--- src/rtl/qed_pkg.sv ---
// Shared definitions for the QED duplicate-instruction sequencer: mode encodings,
// SPARC instruction field positions, FSM states and the operand remap/legality helpers.
package qed_pkg;

  localparam int INST_W     = 33;
  localparam int REG_OFFSET = 16;
  localparam int REG_BIT    = $clog2(REG_OFFSET);

  localparam logic [1:0] ORIGINAL_MODE = 2'd0;
  localparam logic [1:0] DUP_MODE      = 2'd1;
  localparam logic [1:0] CHECK_MODE    = 2'd2;

  localparam logic [INST_W-1:0] NOP_INST = 33'h001000000;
  localparam logic [31:0]       NOP_BODY = 32'h01000000;

  localparam int OP_HI  = 31;
  localparam int OP_LO  = 30;
  localparam int RD_HI  = 29;
  localparam int RD_LO  = 25;
  localparam int OP2_HI = 24;
  localparam int OP2_LO = 22;
  localparam int OP3_HI = 24;
  localparam int OP3_LO = 19;
  localparam int RS1_HI = 18;
  localparam int RS1_LO = 14;
  localparam int I_BIT  = 13;
  localparam int RS2_HI = 4;
  localparam int RS2_LO = 0;

  typedef enum logic [1:0] {
    ST_ORIG,
    ST_DUP,
    ST_CHECK
  } state_e;

  // Shadow copy: register fields move to the upper half; control transfers become NOPs
  // (tag bit kept) so the replay can never redirect the fetch stream.
  function automatic logic [INST_W-1:0] remap_inst(input logic [INST_W-1:0] inst);
    logic [INST_W-1:0] r;
    r = inst;
    unique case (inst[OP_HI:OP_LO])
      2'b10, 2'b11: begin
        r[RD_LO+REG_BIT]  = 1'b1;
        r[RS1_LO+REG_BIT] = 1'b1;
        if (!inst[I_BIT]) begin
          r[RS2_LO+REG_BIT] = 1'b1;
        end
      end
      2'b00: begin
        if (inst[OP2_HI:OP2_LO] == 3'b100) begin
          if (inst[RD_HI:RD_LO] != 5'd0) begin
            r[RD_LO+REG_BIT] = 1'b1;
          end
        end else begin
          r = {inst[INST_W-1], NOP_BODY};
        end
      end
      default: r = {inst[INST_W-1], NOP_BODY};
    endcase
    return r;
  endfunction

  // Only fields the format actually uses as registers are checked.
  function automatic logic inst_legal(input logic [INST_W-1:0] inst);
    logic ok;
    ok = 1'b1;
    unique case (inst[OP_HI:OP_LO])
      2'b10, 2'b11: begin
        if (inst[RD_LO+REG_BIT] || inst[RS1_LO+REG_BIT]) begin
          ok = 1'b0;
        end
        if (!inst[I_BIT] && inst[RS2_LO+REG_BIT]) begin
          ok = 1'b0;
        end
      end
      2'b00: begin
        if ((inst[OP2_HI:OP2_LO] == 3'b100) && inst[RD_LO+REG_BIT]) begin
          ok = 1'b0;
        end
      end
      default: ok = 1'b1;
    endcase
    return ok;
  endfunction

endpackage

--- src/rtl/qed_inst_fifo.sv ---
// Capture FIFO for original instructions; show-ahead read so the head entry is
// available in the same cycle it is popped.
module qed_inst_fifo #(
  parameter int DEPTH = 8,
  parameter int W     = 33
) (
  input  logic                   clk,
  input  logic                   rst,
  input  logic                   push,
  input  logic                   pop,
  input  logic [W-1:0]           wdata,
  output logic [W-1:0]           rdata,
  output logic                   full,
  output logic                   empty,
  output logic [$clog2(DEPTH):0] count
);
  localparam int AW = $clog2(DEPTH);
  localparam logic [AW:0] FULL_CNT = (AW+1)'(DEPTH);

  logic [W-1:0]  mem_q [DEPTH];
  logic [AW-1:0] wr_ptr_q;
  logic [AW-1:0] rd_ptr_q;
  logic [AW:0]   count_q;
  logic          do_push;
  logic          do_pop;

  assign full    = (count_q == FULL_CNT);
  assign empty   = (count_q == '0);
  assign count   = count_q;
  assign rdata   = mem_q[rd_ptr_q];
  assign do_push = push && !full;
  assign do_pop  = pop && !empty;

  always_ff @(posedge clk) begin
    if (do_push) begin
      mem_q[wr_ptr_q] <= wdata;
    end
  end

  // Pointers wrap naturally because DEPTH is a power of two.
  always_ff @(posedge clk) begin
    if (rst) begin
      wr_ptr_q <= '0;
      rd_ptr_q <= '0;
      count_q  <= '0;
    end else begin
      if (do_push) begin
        wr_ptr_q <= wr_ptr_q + 1'b1;
      end
      if (do_pop) begin
        rd_ptr_q <= rd_ptr_q + 1'b1;
      end
      if (do_push && !do_pop) begin
        count_q <= count_q + 1'b1;
      end else if (do_pop && !do_push) begin
        count_q <= count_q - 1'b1;
      end
    end
  end

endmodule

--- src/rtl/qed_dup_sequencer.sv ---
// QED sequencer: passes and captures originals, replays them on the shadow register
// half, then flags one check cycle for the downstream consistency checker.
module qed_dup_sequencer
  import qed_pkg::*;
#(
  parameter int DEPTH = 8
) (
  input  logic                   clk,
  input  logic                   rst,
  input  logic                   ena,
  input  logic [INST_W-1:0]      ifu_inst,
  input  logic                   ifu_vld,
  input  logic                   stall,
  input  logic                   flush_req,
  output logic                   vld_inst,
  output logic [INST_W-1:0]      qed_inst,
  output logic                   qed_vld,
  output logic [1:0]             mode,
  output logic                   qed_illegal,
  output logic [$clog2(DEPTH):0] buf_count
);
  localparam int CW = $clog2(DEPTH) + 1;
  localparam logic [CW-1:0] CNT_LAST = CW'(DEPTH - 1);
  localparam logic [CW-1:0] CNT_ONE  = CW'(1);

  state_e            state_q, state_d;
  logic [INST_W-1:0] qed_inst_q, qed_inst_d;
  logic              qed_vld_q, qed_vld_d;
  logic [1:0]        mode_q, mode_d;
  logic              illegal_q, illegal_d;

  logic              push, pop;
  logic              fifo_full, fifo_empty;
  logic [INST_W-1:0] fifo_rdata;
  logic [CW-1:0]     fifo_count;
  logic              legal;

  qed_inst_fifo #(
    .DEPTH (DEPTH),
    .W     (INST_W)
  ) u_fifo (
    .clk   (clk),
    .rst   (rst),
    .push  (push),
    .pop   (pop),
    .wdata (ifu_inst),
    .rdata (fifo_rdata),
    .full  (fifo_full),
    .empty (fifo_empty),
    .count (fifo_count)
  );

  assign legal = inst_legal(ifu_inst);

  // mode_q is registered with qed_inst so it labels the instruction currently on the output.
  always_comb begin
    state_d    = state_q;
    qed_inst_d = qed_inst_q;
    qed_vld_d  = qed_vld_q;
    mode_d     = mode_q;
    illegal_d  = 1'b0;
    push       = 1'b0;
    pop        = 1'b0;
    if (!stall) begin
      unique case (state_q)
        ST_ORIG: begin
          mode_d     = ORIGINAL_MODE;
          qed_inst_d = NOP_INST;
          qed_vld_d  = 1'b0;
          if (ifu_vld) begin
            qed_vld_d = 1'b1;
            // With QED disabled there is no shadow half to protect, so nothing is illegal.
            if (ena && !legal) begin
              illegal_d = 1'b1;
            end else begin
              qed_inst_d = ifu_inst;
              push       = ena && !fifo_full;
            end
          end
          if (ena && ((push && (fifo_count == CNT_LAST)) ||
                      (flush_req && (push || !fifo_empty)))) begin
            state_d = ST_DUP;
          end
        end
        ST_DUP: begin
          mode_d    = DUP_MODE;
          qed_vld_d = 1'b0;
          if (!fifo_empty) begin
            pop        = 1'b1;
            qed_inst_d = remap_inst(fifo_rdata);
            qed_vld_d  = 1'b1;
          end
          if (fifo_count <= CNT_ONE) begin
            state_d = ST_CHECK;
          end
        end
        default: begin
          mode_d     = CHECK_MODE;
          qed_inst_d = NOP_INST;
          qed_vld_d  = 1'b0;
          state_d    = ST_ORIG;
        end
      endcase
    end
  end

  always_ff @(posedge clk) begin
    if (rst) begin
      state_q    <= ST_ORIG;
      qed_inst_q <= NOP_INST;
      qed_vld_q  <= 1'b0;
      mode_q     <= ORIGINAL_MODE;
      illegal_q  <= 1'b0;
    end else begin
      state_q    <= state_d;
      qed_inst_q <= qed_inst_d;
      qed_vld_q  <= qed_vld_d;
      mode_q     <= mode_d;
      illegal_q  <= illegal_d;
    end
  end

  // Upstream may only issue once the output itself is back in original mode.
  assign vld_inst    = (state_q == ST_ORIG) && (mode_q == ORIGINAL_MODE);
  assign qed_inst    = qed_inst_q;
  assign qed_vld     = qed_vld_q;
  assign mode        = mode_q;
  assign qed_illegal = illegal_q;
  assign buf_count   = fifo_count;

endmodule

--- config.mk ---
export PLATFORM = sky130hd
export DESIGN_NAME = qed_dup_sequencer
export DESIGN_NICKNAME = d
export VERILOG_FILES = /design/src/rtl/qed_pkg.sv /design/src/rtl/qed_inst_fifo.sv /design/src/rtl/qed_dup_sequencer.sv
export SDC_FILE = /design/constraint.sdc
export NUM_CORES = 1
export LEC_CHECK = 0
export BUFFER_PORTS_ARGS = -buffer_cell sky130_fd_sc_hd__buf_4
export CAP_MARGIN = 20
export CORE_MARGIN = 2
export CORE_UTILIZATION = 24
export CTS_CLUSTER_SIZE = 28
export DETAILED_ROUTE_END_ITERATION = 7
export SKIP_CTS_REPAIR_TIMING = 1
export SLEW_MARGIN = 20
export SYNTH_ARGS = -nofsm -noshare
export SYNTH_HDL_FRONTEND = slang
export SYNTH_SLANG_ARGS = --single-unit
--- constraint.sdc ---
create_clock -name clk -period 8.1 [get_ports clk]
set_input_delay 1.215 -clock clk [delete_from_list [all_inputs] [get_ports clk]]
set_output_delay 1.215 -clock clk [all_outputs]
set_load 0.01 [all_outputs]
; ---- Yosys cells after proc, flatten, opt, wreduce, memory -nomap -nowiden
; Memory sizes are Yosys's and may differ from the RTL's. A register that Yosys moved wholly into a read port is not among the register bits.
; Index checks and enable logic that the tools add are counted.
[classes]
n_eq_ne = 12
n_bitwise = 3
n_lt_le_gt_ge = 1
mux = 42
addsub = 4
reduce_logical = 33
[op_table]
columns = cell, count
row1 = $mux 33, 3
row2 = $pmux 33 s2, 1
row3 = $mux 29, 1
row4 = $pmux 13 s2, 1
row5 = $pmux 10 s2, 1
row6 = $mux 1, 19
row7 = $logic_and 1x1->1, 12
row8 = $pmux 2 s2, 3
row9 = $pmux 1 s2, 5
row10 = $eq 2x2->1 const B, 4
row11 = $logic_not 2->1, 4
row12 = $mux 4, 2
row13 = $pmux 4 s2, 1
row14 = $add 3x1->3 const B, 2
row15 = $eq 3x3->1 const B, 2
row16 = $logic_not 1->1, 6
row17 = $mux 2, 3
row18 = $mux 3, 2
row19 = $ne 2x2->1 const B, 3
row20 = $reduce_bool 5->1, 1
row21 = $add 4x1->4 const B, 1
row22 = $eq 4x3->1 const B, 1
row23 = $eq 4x4->1 const B, 1
row24 = $le 4x1->1 const B, 1
row25 = 10 further kinds, 15
[totals]
reg_bits = 49
out_inout_bits = 42
wordCells = 104
memories = 1
mem_bits_rw = 264
in_bits = 39
[mem_list]
columns = memory, depth, word_bits, read_ports, rd_ports_with_merged_regs, wr, line_no
row1 = u_fifo.mem_q, 8, 33, 1, 1, 1, qed_inst_fifo.sv:20  ; logic [W-1:0] mem_q [DEPTH];

; ---- Depth between registers and ports, before layout
[logic_depth]
depth_word = 17
mapped_depth = 11
ltp_nobuf = 11

; ---- Cells and area by module
; A second synthesis with hierarchy kept.
[unflattened]
cells_unflattened = 637
area_unflattened_um2 = 12472.0
[by_module_without_submodules]
columns = mod, seq_area_each_um2, n_inst, cells_each, area_each_um2
row1 = qed_inst_fifo, 8187.9, 1, 454, 10577.6
row2 = qed_dup_sequencer, 780.7, 1, 183, 1894.3

; ---- Worst setup path before layout
; OpenSTA, ideal clock, no wires.
[synth_path]
kind = input port to flip-flop
startpoint = in ifu_inst[4]
endpoint = mem u_fifo.mem_q[1][0], enable pin
stages = 5
slack_ps = 2080
t_arrival_ps = 5502
path_cell_list = nor2b_1 > o21a_1 > o221ai_1 > nand3_1 > nor4b_1
[synth_between]
elab_chain_cells = 14
[synth_rtl]
columns = item, line_no
row1 = start: declaration, qed_dup_sequencer.sv:11  ; input logic [INST_W-1:0] ifu_inst,
row2 = $logic_and 1x1->1, qed_pkg.sv:72  ; if (!inst[I_BIT] && inst[RS2_LO+REG_BIT]) begin
row3 = $mux 1, qed_pkg.sv:72
row4 = $pmux 1 s2, qed_pkg.sv:67  ; unique case (inst[OP_HI:OP_LO])
row5 = $logic_not 1->1, qed_dup_sequencer.sv:73  ; if (ena && !legal) begin
row6 = $logic_and 1x1->1, qed_dup_sequencer.sv:73
row7 = $mux 1, qed_dup_sequencer.sv:73
row8 = $mux 1, qed_dup_sequencer.sv:70  ; if (ifu_vld) begin
row9 = $mux 1, qed_dup_sequencer.sv:65  ; unique case (state_q)
row10 = $mux 1, qed_dup_sequencer.sv:64  ; if (!stall) begin
row11 = $mux 1, qed_dup_sequencer.sv:65
row12 = $mux 1, qed_dup_sequencer.sv:64
row13 = $logic_and 1x1->1, qed_inst_fifo.sv:31  ; assign do_push = push && !full;
row14 = $mux 1, qed_inst_fifo.sv:35  ; if (do_push) begin
row15 = $mux 1 (implied by the code), qed_inst_fifo.sv:36  ; mem_q[wr_ptr_q] <= wdata;
row16 = end: declaration, qed_inst_fifo.sv:20
; Every way passes these cells. The select of a mux whose other input is x is not followed.

==> metrics.md <==
| Metric | Value |
|---|---|
| Max H-tree Level | 1 |
| Ant. Diodes | 0 |
| Worst setup margin | 4240 ps |
| Die Span Y | 232 um |
| Final hold vios | 0 |
| Pre-antenna DRT Iters | 5 |
| Slew headroom | 25.1% |
| Synthesized cell area | 0.0124 mm^2 |
| Fin. max-slew vios | 0 |
| Slew @ Worst Pin | 1120 ps |
| Unique masters post-synth | 52 |
| Post-route DRC | 0 |
| Final RePlAce weighted congestion | 0.732 |
| Filler cells | 5090 |
| Net count, final | 815 |
| HP Class | reg -> reg |
| Startpoint types | flop |
| Pleak | 4.76 nW |
| DP Wirelength | 16000 um |
| Syn_nets | 722 |
| Setup Viol. Count Final | 0 |
| Final TNS setup | 0 ps |
| R2R cell count | 7 |
| Crit path time final | 3860 ps |
| CTS root buf | clkbuf_16 |
| First-pass GRT wire length | 42000 um |
| Maxcap violations | 0 |
| Int Pwr | 2.61 mW |
| Post-Place Worst Slack | 3780 ps |
| Multi-input gate area | 0.00323 mm^2 |
| Total global routing track utilization | 10.3% |
| Dpl cell area | 0.0139 mm^2 |
| CP max FO | 37 |
| WL/cell | 18.5 um |
| Post-route cell area | 0.0149 mm^2 |
| Asr flop ratio synth | 0% |
| Pin count of the biggest net entering global routing | 51 |
| PD cells | 221 mW/mm^2 |
| Tcrit/Tclk final | 47.6% |
| Share of cells above drive strength 1 | 31.9% |
| Die X | 232 um |
| Sequential group share of total power | 54.4% |
| Critical Path AT | 4250 ps |
| Fmax achieved | 259 MHz |
| Die area | 0.0537 mm^2 |
| Crit-path max cell delay | 920 ps |
| Synth Area per Inst | 18.4 um^2 |
| Worst skew pair latency | 550 ps |
| WP data required | 8490 ps |
| Clock-pin slew on the worst setup and hold paths | 70 ps |
| Number of flops mapped to enable cells by yosys | 264 |
| Sequential area share after synthesis | 72.1% |
| Area delta synth->final | 19.6% |
| Seq cells post-synth | 316 |
| Inserted Clock Buffers | 29 |
| Top Ports | 81 |
| Final hold slack | 470 ps |
| Core area | 0.0513 mm^2 |
| Net switching power | 0.672 mW |
| Critical Path End Type | flop |
| Worst Hold Depth | 2 |
| Vias in the first global route | 6684 |
| Comb pwr share | 3.9% |
| Status | finished, final reports clean |
| Clk network pwr share | 41.7% |
| Cells after Synth | 677 |
| Sw Share | 20.5% |
| Drt initial violations | 549 |
| Total wire length | 27300 um |
| Top FF cell, synth | edfxtp_1 |
| Critical path type | reg -> reg |
| TritonCTS Sinks | 316 |
| CTS Buffer Depth | 3 |
| Critical path's slowest cell | dfxtp_2 |
| Worst VDD drop | 145 uV |
| Storage cell area | 0.00897 mm^2 |
| RSZ-0062 raised after global routing | no |
| Starting Density | 24.3% |
| Most used cell, CP | buf_4 |
| DR vias/cell | 4.33 |
| Initial antenna violation count | 0 |
| Via count | 6374 |
| Synth Warn # | 0 |
| Port Buf Inserts | 80 |
| Final Skew | 15.9 ps |
| Cells along the critical path | buf_4 -> mux4_2 -> mux2i_1 -> nor2_1 -> a22oi_4 -> buf_4 -> o221ai_1 |
| Row count | 83 |
| Most frequent cells in the layout | 264 x edfxtp_1, 94 x buf_4, 63 x mux4_2 |
| CTS tree | built |
| Commonest non-fill, non-tap cell in the layout | edfxtp_1 |
| Total gr overflow | 0 |
| Post-route ant nets | 0 |
cells by family after synthesis:
kind of cell / Yosys count / synth area share (%)
flip-flops: 316 / 72.1
adder cells (fa/ha/maj): 6 / 0.603
multiplexers: 105 / 15.0
AND/OR/NAND/NOR: 102 / 4.00
buffers and inverters: 66 / 2.38
AO/OA/AOI/OAI: 77 / 5.55
XOR/XNOR: 5 / 0.352
layout make-up:
class	count	area share [%]
multi-input cells	295	21.7
well taps	680	5.72
repair buffers	96	5.00
clock inverters	7	0.454
inverters	32	0.807
clock buffers	47	5.97
flip-flops and latches	316	60.3
worst paths after layout:
kind / startpoint / end / slack [ps]
worst max-delay path: flop / qed_inst[6]$_SDFFE_PP0P_ / 4240
worst min-delay path: qed_inst[16]$_SDFFE_PP0P_ / qed_inst[16]$_SDFFE_PP0P_ / 470
worst min register to register: qed_inst[16]$_SDFFE_PP0P_ / qed_inst[16]$_SDFFE_PP0P_ / 470
worst max register to register: flop / qed_inst[6]$_SDFFE_PP0P_ / 4240
power groups by stage:
stage / logic [mW] / clock network (mW) / registers, mW
4_1_cts: 0.130 / 1.40 / 1.79
3_5_place_dp: 0.129 / 0 / 1.82
6_report: 0.129 / 1.37 / 1.79
2_1_floorplan: 0.0557 / 0 / 1.82
3_3_place_gp: 0.126 / 0 / 1.82
5_1_grt: 0.142 / 1.47 / 1.79
Yosys cell counts (6+ instances only):
cell type | n | area, um^2
edfxtp_1 | 264 | 7930
mux4_2 | 63 | 1420
dfxtp_1 | 52 | 1040
nand2_1 | 37 | 139
inv_1 | 32 | 120
mux2i_1 | 32 | 320
nor2_1 | 25 | 93.8
o221ai_2 | 20 | 300
a21oi_1 | 15 | 75.1
buf_2 | 15 | 75.1
o21ai_0 | 12 | 60.1
clkbuf_1 | 8 | 30.0
mux2_2 | 8 | 90.1
buf_1 | 6 | 22.5
ha_1 | 6 | 75.1
nor3_1 | 6 | 30.0
o221ai_1 | 6 | 52.6
layer usage:
layer,routed length (um),up-vias,part of all wire [%],track usage (%)
met4,387,0,1.4,1.82
met5,0,-,0,0
met3,1730,28,6.3,1.84
met1,12500,3260,46,14.5
li1,-,2909,-,-
met2,12700,177,47,16.6
critical path: cells and delay by family, from the launching register on:
kind	cells	cell delay (ps)
buf+inv	2	1100
mux	2	850
compound gates	2	470
simple gates	1	290
flops	1	920
flip-flops by register name (all words and copies together), names as in the netlist, named ones only:
register,flops
u_fifo.mem_q,264
qed_inst,33
u_fifo.count,4
u_fifo.rd_ptr_q,3
u_fifo.wr_ptr_q,3
mode,2
state_q,2
qed_illegal,1
qed_vld,1
per-stage QoR:
step	util, %	power (mW)	instances
5_1_grt	29.0	3.39	1473
3_3_place_gp	27.1	1.95	1418
6_report	29.0	3.28	1473
2_1_floorplan	-	1.88	677
3_5_place_dp	27.1	1.95	1418
4_1_cts	28.9	3.31	1472
Power figures use the tool's default switching activity.
